## config.mk

```make
export PLATFORM = sky130hd
export DESIGN_NAME = mul4_vector_fitness_driver
export DESIGN_NICKNAME = d
export VERILOG_FILES = /design/src/rtl/mul4_vector_fitness_driver.sv
export SDC_FILE = /design/constraint.sdc
export NUM_CORES = 1
export LEC_CHECK = 0
export CELL_PAD_IN_SITES_DETAIL_PLACEMENT = 0
export CELL_PAD_IN_SITES_GLOBAL_PLACEMENT = 2
export CORE_MARGIN = 5
export CORE_UTILIZATION = 31
export DETAILED_ROUTE_END_ITERATION = 10
export GPL_TIMING_DRIVEN = 0
export PLACE_DENSITY_LB_ADDON = 0.1
export REMOVE_ABC_BUFFERS = 1
export SLEW_MARGIN = 20
export SYNTH_ARGS = -nofsm -noshare
export SYNTH_HDL_FRONTEND = slang
export SYNTH_SLANG_ARGS = --single-unit
```

## constraint.sdc

```tcl
create_clock -name clk -period 8.2 [get_ports clk]
set_input_delay 0.82 -clock clk [delete_from_list [all_inputs] [get_ports clk]]
set_output_delay 0.82 -clock clk [all_outputs]
set_load 0.03 [all_outputs]
```

## src/rtl/mul4_vector_fitness_driver.sv

```systemverilog
// Drives lane-rotated exhaustive 2x2-bit operand vectors into a bit-sliced
// multiplier candidate and scores its product vectors against a golden product.
// Ports:
//   clk, rst (sync, active-high), start
//   busy, done, score, perfect, first_fail_round   status/result
//   a1, a0, b1, b0                                  operand vectors to candidate
//   y3, y2, y1, y0                                  product vectors from candidate
module mul4_vector_fitness_driver #(
  parameter int NUM_ROUNDS    = 16,
  parameter int SETTLE_CYCLES = 1,
  parameter int SCORE_W       = 11
) (
  input  logic               clk,
  input  logic               rst,
  input  logic               start,
  output logic               busy,
  output logic               done,
  output logic [SCORE_W-1:0] score,
  output logic               perfect,
  output logic [4:0]         first_fail_round,
  output logic [15:0]        a1,
  output logic [15:0]        a0,
  output logic [15:0]        b1,
  output logic [15:0]        b0,
  input  logic [15:0]        y3,
  input  logic [15:0]        y2,
  input  logic [15:0]        y1,
  input  logic [15:0]        y0
);

  localparam int SW = $clog2(SETTLE_CYCLES + 1);
  localparam logic [SCORE_W-1:0] MAX_SCORE = SCORE_W'(64 * NUM_ROUNDS);
  localparam logic [4:0] LAST_ROUND = 5'(NUM_ROUNDS - 1);
  localparam logic [4:0] NO_FAIL = 5'h1F;

  localparam logic [15:0] BA1 = 16'hFF00;
  localparam logic [15:0] BA0 = 16'hF0F0;
  localparam logic [15:0] BB1 = 16'hCCCC;
  localparam logic [15:0] BB0 = 16'hAAAA;
  localparam logic [15:0] BG3 = 16'h8000;
  localparam logic [15:0] BG2 = 16'h4C00;
  localparam logic [15:0] BG1 = 16'h6AC0;
  localparam logic [15:0] BG0 = 16'hA0A0;

  typedef enum logic [2:0] {
    S_IDLE,
    S_APPLY,
    S_SETTLE,
    S_SAMPLE,
    S_ACCUM,
    S_DONE
  } state_e;

  // Upper half of the doubled word is the left rotation.
  function automatic logic [15:0] rotl16(
    input logic [15:0] v,
    input logic [3:0]  r
  );
    logic [31:0] w;
    w = {v, v} << r;
    return w[31:16];
  endfunction

  function automatic logic [6:0] popcnt64(input logic [63:0] v);
    logic [6:0] c;
    c = '0;
    for (int i = 0; i < 64; i++) begin
      c = c + {6'd0, v[i]};
    end
    return c;
  endfunction

  state_e             state_q, state_d;
  logic [4:0]         round_q, round_d;
  logic [SW-1:0]      cnt_q, cnt_d;
  logic [15:0]        a1_q, a1_d, a0_q, a0_d;
  logic [15:0]        b1_q, b1_d, b0_q, b0_d;
  logic [63:0]        g_q, g_d;
  logic [6:0]         match_q, match_d;
  logic [SCORE_W-1:0] score_q, score_d;
  logic               perfect_q, perfect_d;
  logic [4:0]         ffr_q, ffr_d;

  always_comb begin
    state_d   = state_q;
    round_d   = round_q;
    cnt_d     = cnt_q;
    a1_d      = a1_q;
    a0_d      = a0_q;
    b1_d      = b1_q;
    b0_d      = b0_q;
    g_d       = g_q;
    match_d   = match_q;
    score_d   = score_q;
    perfect_d = perfect_q;
    ffr_d     = ffr_q;
    unique case (state_q)
      S_IDLE: begin
        if (start) begin
          score_d   = '0;
          perfect_d = 1'b0;
          ffr_d     = NO_FAIL;
          round_d   = '0;
          state_d   = S_APPLY;
        end
      end
      S_APPLY: begin
        a1_d    = rotl16(BA1, round_q[3:0]);
        a0_d    = rotl16(BA0, round_q[3:0]);
        b1_d    = rotl16(BB1, round_q[3:0]);
        b0_d    = rotl16(BB0, round_q[3:0]);
        g_d     = {rotl16(BG3, round_q[3:0]),
                   rotl16(BG2, round_q[3:0]),
                   rotl16(BG1, round_q[3:0]),
                   rotl16(BG0, round_q[3:0])};
        cnt_d   = SW'(SETTLE_CYCLES - 1);
        state_d = S_SETTLE;
      end
      S_SETTLE: begin
        if (cnt_q == '0) begin
          state_d = S_SAMPLE;
        end else begin
          cnt_d = cnt_q - 1'b1;
        end
      end
      S_SAMPLE: begin
        match_d = popcnt64(~({y3, y2, y1, y0} ^ g_q));
        state_d = S_ACCUM;
      end
      S_ACCUM: begin
        score_d = score_q + SCORE_W'(match_q);
        if (match_q != 7'd64 && ffr_q == NO_FAIL) begin
          ffr_d = round_q;
        end
        if (round_q == LAST_ROUND) begin
          // Resolve perfect here so it is already valid during done.
          perfect_d = (score_d == MAX_SCORE);
          state_d   = S_DONE;
        end else begin
          round_d = round_q + 1'b1;
          state_d = S_APPLY;
        end
      end
      S_DONE: begin
        state_d = S_IDLE;
      end
      default: begin
        state_d = S_IDLE;
      end
    endcase
  end

  always_ff @(posedge clk) begin
    if (rst) begin
      state_q   <= S_IDLE;
      round_q   <= '0;
      cnt_q     <= '0;
      a1_q      <= '0;
      a0_q      <= '0;
      b1_q      <= '0;
      b0_q      <= '0;
      g_q       <= '0;
      match_q   <= '0;
      score_q   <= '0;
      perfect_q <= 1'b0;
      ffr_q     <= NO_FAIL;
    end else begin
      state_q   <= state_d;
      round_q   <= round_d;
      cnt_q     <= cnt_d;
      a1_q      <= a1_d;
      a0_q      <= a0_d;
      b1_q      <= b1_d;
      b0_q      <= b0_d;
      g_q       <= g_d;
      match_q   <= match_d;
      score_q   <= score_d;
      perfect_q <= perfect_d;
      ffr_q     <= ffr_d;
    end
  end

  assign busy             = (state_q != S_IDLE);
  assign done             = (state_q == S_DONE);
  assign score            = score_q;
  assign perfect          = perfect_q;
  assign first_fail_round = ffr_q;
  assign a1               = a1_q;
  assign a0               = a0_q;
  assign b1               = b1_q;
  assign b0               = b0_q;

endmodule

```

# Word level (Yosys, flattened, before mapping)
# Index checks and enable logic that the tools add are counted.
# op_classes
n_mux,17
n_addsub,66
eq_ne,14
bitwise,2
reduce_logical,10
n_shift,8
# ops
operator,count
$add A7 B1 Y7,57
$shl A32 B4 Y32 const A,6
$not A64 Y64,1
$shl A31 B4 Y32 const A,2
$xor A64 B64 Y64,1
$pmux W11 S2,1
$mux W5,4
$pmux W5 S2,2
$pmux W3 S5,1
$add A11 B7 Y11,1
$eq A11 B11 Y1 const B,1
$mux W11,1
$ne A2 B2 Y1 const B,5
$mux W3,3
$reduce_and A3 Y1,3
$add A6 B1 Y7,1
$ne A7 B7 Y1 const B,1
$add A5 B1 Y6,1
$eq A3 B2 Y1 const B,2
$eq A3 B3 Y1 const B,2
$add A4 B1 Y5,1
$add A5 B1 Y5 const B,1
$eq A5 B4 Y1 const B,1
$eq A5 B5 Y1 const B,1
other kinds (12),17
# totals
reg_bits,161
out_inout_bits,83
elab_cells,129
in_bits,67

# Depth between registers and ports, before layout
# Gate-level depths: netlist (run 1).
# depth
ltp_word,65
ltp_mapped,23
mapped_depth_nobuf,23

# Worst setup path after synthesis (run 1)
# Ideal clock, no wire load.
# synth_timing
kind,input to register
from,input y0[11]
to,register match_q[6]
t_required_ns,8.076
path_slack_ns,1.770
cell_stages,20
t_arrival_ns,6.306
setup_time_ns,0.124
path_cell_list,xor2_1 > fa_1 > inv_1 > fa_1 > inv_1 > fa_1 > fa_1 > fa_1 > fa_1 > fa_1 > fa_1 > inv_1 > ha_1 > fa_1 > a21oi_1 > o21bai_1 > a21oi_1 > nor2_1 > nor2_1 > a21oi_1
# synth_between
elab_chain_cells,55
# synth_lines
item,line_no,rtl
"start, declared",28,input logic [15:0] y0
$xor A64 B64 Y64,127,"match_d = popcnt64(~({y3, y2, y1, y0} ^ g_q));"
$not A64 Y64,127,
$add A7 B1 Y7 (53 in a row),68,"c = c + {6'd0, v[i]};"
"end signal, assigned",176,match_q <= match_d;
"end, declared",79,"logic [6:0] match_q, match_d;"
# Every way passes these cells.
# A chain may end at the register's enable or synchronous reset.

# Worst setup path after layout (run 1)
# layout_timing
from,input y1[3]
to,register match_q[6]
# layout_between
elab_chain_cells,47
# layout_lines
item,line_no,rtl
"start, declared",27,"input logic [15:0] y1,"
$xor A64 B64 Y64,127,
$not A64 Y64,127,
$add A7 B1 Y7 (45 in a row),68,
# Every way passes these cells.

==> run summary, run 1 <==
Outcome - finished, final reports clean
Insertion delay to the later sink of the worst-skew pair - 430 ps
Routed len/inst - 17.7 um
Global Route Usage Sum - 17.0%
Root buffer cell - clkbuf_16
Area growth syn-to-layout - 28.0%
Vias/cell - 4.67
Actual slew at the worst max-slew pin - 905 ps
Post-Synth Simple-Gate Area - 14.8%
Worst hold slack - 452 ps
Post-Synth XOR/XNOR Area - 8.78%
Main combinational cell family by area after synthesis - adder cells
Arrival @ worst endpoint - 7180 ps
Iteration-0 DRC Markers - 267
I/O Buffers - 149
Horiz. Die Dim - 167 um
Setup violators final - 0
Worst-path maximum fanout - 2
Primary FF master, synth - dfxtp_1
Most frequent cells in the layout - clkdlybuf4s50_1, dfxtp_1, a21oi_1, nor2_1, nand2_1
Post-Syn Instances - 896
CTS Hold Bufs - 0
Initial Util - 31.5%
Most used cell, CP - fa_1
Synth Register Bits - 118
Initial antenna violation count - 0
RSZ-0062 raised after global routing - no
Die area - 0.0280 sq mm
Crit-path leading delay family - adder cells
RD Place Congestion - 0.777
Top cells by area, synth - dfxtp_1, fa_1, ha_1, a21oi_1, xor2_1
Seq/Total Area, Yosys - 30.7%
Hold Path Class - register to register
Fraction of layout cells with a size suffix above 1 - 5.03%
Adder-cell share of the synthesized area - 20.5%
Mapped Area - 0.00768 sq mm
Post-route ant nets - 0
Nets - 1,141
Pre-CTS setup slack - 770 ps
H-tree depth - 4
Post-CTS resize count - 0
DRT Pass-1 Iters - 4
CP Capture Type - register
TritonCTS clock tree - done
WP buf/inv - 4
Die height - 167 um
Setup TNS - 0 ps
Tcrit/Tclk final - 84.2%
Synthesis Warnings - 0
Multiplexer share of the synthesized area - 0.912%
Clock tree buffer depth - 2
Setup ws final - 1290 ps
Via count of the routed design - 6,154
Worst setup path class - input port to register
IO Count - 150
Req. time, crit path - 8470 ps
Total core area - 0.0244 sq mm
Total CTS buffers - 17
Async SR Flop Fraction - 0%
Crit-path slowest cell - fa_1
Diodes inserted - 0
CP max stage delay - 550 ps
Number of synthesized flops with an enable pin - 0
# fillers - 2,548
Worst Clk Skew - 11.9 ps
CP startpoint kind - input port
Synth area leader - dfxtp_1
Final slew viol count - 0
Synth top area share - 30.7%
# Post-CTS Setup Buffers - 0
Crit path time final - 6910 ps
Rel. slew slack - 39.4%
Synth Area per Inst - 8.58 sq um
Rows - 57
First-pass GRT wire length - 37,300 um
Most common cell after layout, fill and taps aside - clkdlybuf4s50_1
Routed wire length - 23,300 um
Post-DP HPWL - 16,800 um
Max cap viols - 0
Clk pin slew, worst setup/hold paths - 60 ps
Clk sinks - 118
Total grt overflow - 0
Vias in the first global route - 6,555
Fmax - 145 MHz
Cells along the critical path - clkdlybuf4s50_1 -> xor2_1 -> fa_1 -> fa_1 -> inv_1 -> fa_1 -> inv_1 -> fa_1 -> fa_1 -> fa_1 -> fa_1 -> fa_1 -> inv_1 -> ha_1 -> fa_1 -> a21oi_1 -> o21bai_1 -> a21oi_1 -> nor2_1 -> nor2_1 -> a21oi_1
Largest net degree at the start of global routing - 74
Compound-Gate Fraction of Synth Area - 14.5%
Hold Vio Cnt, Final - 0
Drt drc - 0
Cell variety after synth - 53
Core Util, Final - 40.3%
==> flip-flops by register name, indices dropped and copies added (netlist names), 3 cells and up <==
name and flops:
g_q 56, a1 16, score 11, a0 8, match_q 7, first_fail_round 5
round_q 5, b1 4, state_q 3
==> cell usage after synthesis, types with 2 or more instances <==
cell / number
mux2i_1: 7
o21bai_1: 2
a221oi_1: 2
or3_1: 2
buf_1: 6
nand3_1: 24
xnor2_1: 29
nor3_1: 27
buf_2: 18
dfxtp_1: 118
nand4_1: 3
a311oi_1: 7
a31oi_1: 8
a22oi_1: 5
nand2_1: 87
nand2b_1: 3
and3_1: 4
inv_1: 65
a21oi_1: 93
and2_1: 5
clkbuf_1: 24
buf_4: 38
o21ai_0: 28
a21o_2: 2
clkbuf_2: 2
nor2_1: 92
o211ai_1: 9
ha_1: 38
a211oi_1: 16
a21o_1: 3
fa_1: 55
xor2_1: 48
nor2b_1: 6
==> through the flow <==
step / std cells / instance area [sq um]
final: 1318 / 9830
after floorplan: 808 / 7190
after detailed placement: 1286 / 9220
after global routing: 1318 / 9830
after CTS: 1318 / 9830
after global placement: 1281 / 9080
==> final timing paths <==
kind                                  end  slack (ps)                 start  cells after the start
hold reg to reg        a1[0]$_SDFFE_PP0P_         450    a1[0]$_SDFFE_PP0P_                      2
setup reg to reg  match_q[6]$_SDFFE_PP0N_        1830  g_q[11]$_SDFFE_PP0P_                     20
setup / recovery  match_q[6]$_SDFFE_PP0N_        1290                 y1[3]                     21
hold / removal         a1[0]$_SDFFE_PP0P_         450    a1[0]$_SDFFE_PP0P_                      2
==> layout make-up <==
class                      instances  area (sq um)  area share [%]
timing repair buffer             154          1620            16.4
clock buffer                      18           439            4.47
sequential                       118          2360            24.0
clock inverter                    14           176            1.79
inverter                          66           248            2.52
multi-input combinational        624          4590            46.6
tap                              324           405            4.12
==> cell families after synthesis <==
kind of cell,after synthesis
xor gates and xnor gates,77
DFF,118
muxes,7
AOI/OAI and AO/OA,186
adders and majority gates,93
buffers and inverters,154
and+or+nand+nor,261
==> per-layer routing <==
layer	share of wire (%)	vias to the layer above	routed length, um	GRT usage (%)
li1	-	3114	-	-
met1	49	2899	11400	24.5
met2	45	130	10600	25.9
met3	4.8	11	1110	4.05
met4	0.90	0	210	3.78
met5	0	-	0	0
==> worst reg2reg max path, delay by kind of cell (launching register included) <==
family          cells  cell delay (ps)
xor+xnor            1              180
fa+ha+maj          10             4830
simple gates        2              170
compound gates      4              510
flops               1              330
buf+inv             3              200
Power of run 1 is not shown: default switching activity piles up to over one toggle a cycle in this logic, so the estimate is an artifact.
==> inputs of run 2 (changes only) <==
Settings changed: CORE_UTILIZATION 31 to 28.
Clock period 8.2 ns to 6.3 ns, I/O delays scaled along.
==> run summary, run 2 (same netlist as run 1, synthesis figures left out) <==
Drt drc - 0
Clk pin slew, worst setup/hold paths - 60 ps
Worst Clk Skew - 9.41 ps
Post-route ant nets - 0
Fraction of layout cells with a size suffix above 1 - 9.15%
Rel. slew slack - 39.7%
Reg2reg end - match_q[6]$_SDFFE_PP0N_
Routed len/inst - 18.0 um
Most frequent cells in the layout - clkdlybuf4s50_1, dfxtp_1, nor2_1, a21oi_1, nand2_1
Clock tree buffer depth - 2
Flop2flop setup slack - 150 ps
Max cap viols - 0
Global Route met3 Usage - 3.51%
Arrival @ worst endpoint - 6440 ps
Initial antenna violation count - 0
I/O Buffers - 149
Initial Util - 28.5%
Horiz. Die Dim - 176 um
Area occupied by multi-input gates - 0.00477 sq mm
Post-DP HPWL - 17,100 um
Iteration-0 DRC Markers - 311
Area growth syn-to-layout - 29.8%
FF-to-FF Start - g_q[37]$_SDFFE_PP0P_
Worst setup path class - input port to register
Insertion delay to the later sink of the worst-skew pair - 420 ps
Via count of the routed design - 6,215
Final slew viol count - 0
Sequential cell area - 0.00237 sq mm
Max reg flops - 56
Setup violators final - 0
Die height - 176 um
Most common cell after layout, fill and taps aside - clkdlybuf4s50_1
RSZ-0062 raised after global routing - yes
Req. time, crit path - 6560 ps
Hold path startpoint - a1[4]$_SDFFE_PP0P_
Global Route Usage Sum - 15.8%
Met2 Use GR - 25.8%
Actual slew at the worst max-slew pin - 901 ps
Tcrit/Tclk final - 98.1%
Biggest register - g_q
CP startpoint kind - input port
Met1 GRT Util - 22.0%
Setup ws final - 118 ps
Vias in the first global route - 6,572
Fmax - 162 MHz
DRT Pass-1 Iters - 5
IO Count - 150
Clk sinks - 118
RD Place Congestion - 0.774
R2r worst-path depth - 20
Crit path time final - 6180 ps
Routed wire length - 24,000 um
Hold Path Class - register to register
First-pass GRT wire length - 38,100 um
Nets - 1,141
TritonCTS clock tree - done
Diodes inserted - 0
Total core area - 0.0270 sq mm
Root buffer cell - clkbuf_16
Worst-path maximum fanout - 2
Vias/cell - 4.66
# fillers - 2,800
CP Capture Type - register
Hold Vio Cnt, Final - 0
Total CTS buffers - 17
Outcome - finished, final reports clean
Hold Path Depth - 2
Pre-CTS setup slack - -954 ps
GRT Max-Usage Layer - met2
CTS Hold Bufs - 0
Rows - 60
Die area - 0.0309 sq mm
H-tree depth - 4
Total grt overflow - 0
Hold EP - a1[4]$_SDFFE_PP0P_
Largest net degree at the start of global routing - 69
## run 2: what timing repair did
action	in CTS	in global routing
gates resized for setup	53	30
pin swaps	39	15
setup endpoints to repair	6	3
gates cloned	0	0
hold endpoints to repair	0	0
setup buffers	1	0
## run 2: area by class of cell
cell class,count,area share (%)
Multi-Input combinational cell,624,47.8
Tap cell,341,4.28
Clock inverter,13,1.72
Timing Repair Buffer,154,15.5
Sequential cell,118,23.8
Clock buffer,19,4.44
Inverter,66,2.48
## run 2: worst max path at each step
stage	start	end	slack, ps	cells past startpoint
global placement	y1[3]	match_q[4]$_SDFFE_PP0N_	-960	20
finish	y0[3]	match_q[6]$_SDFFE_PP0N_	120	19
detailed placement	y1[3]	match_q[6]$_SDFFE_PP0N_	-950	21
CTS	y2[5]	match_q[6]$_SDFFE_PP0N_	8	21
global route	y0[3]	match_q[5]$_SDFFE_PP0N_	-90	18
floorplan	y0[11]	match_q[6]$_SDFFE_PP0N_	30	20
## run 2: critical path: stages
cell and delay [ps]:
clkdlybuf4s50_1 500, xor2_2 170, fa_1 460, fa_1 590, fa_1 440, fa_1 510, fa_1 460, fa_1 520
fa_1 440, fa_1 500, inv_1 40, ha_2 190, fa_2 370, a21oi_2 140, o21bai_2 110, a21oi_2 120
nor2_1 50, nor2_1 130, a21oi_1 80
## run 2: per-stage QoR
stage	instance area (sq um)	instances	hold WS [ps]	setup TNS [ps]	util, %
after floorplan	7190	808	438	0	-
after global placement	9100	1298	445	-7860	33.8
after detailed placement	9220	1302	446	-4170	34.2
after CTS	9930	1335	457	0	36.8
after global routing	9970	1335	468	-235	37.0
final	9970	1335	455	0	37.0
## run 2: layer usage
| metal | vias to the layer above | part of all wire, % |
|---|---|---|
| met2 | 116 | 47 |
| met4 | 0 | 0.76 |
| met3 | 14 | 3.5 |
| met5 | - | 0 |
| li1 | 3106 | - |
| met1 | 2979 | 48 |
Power of run 2 is left out for the same reason.
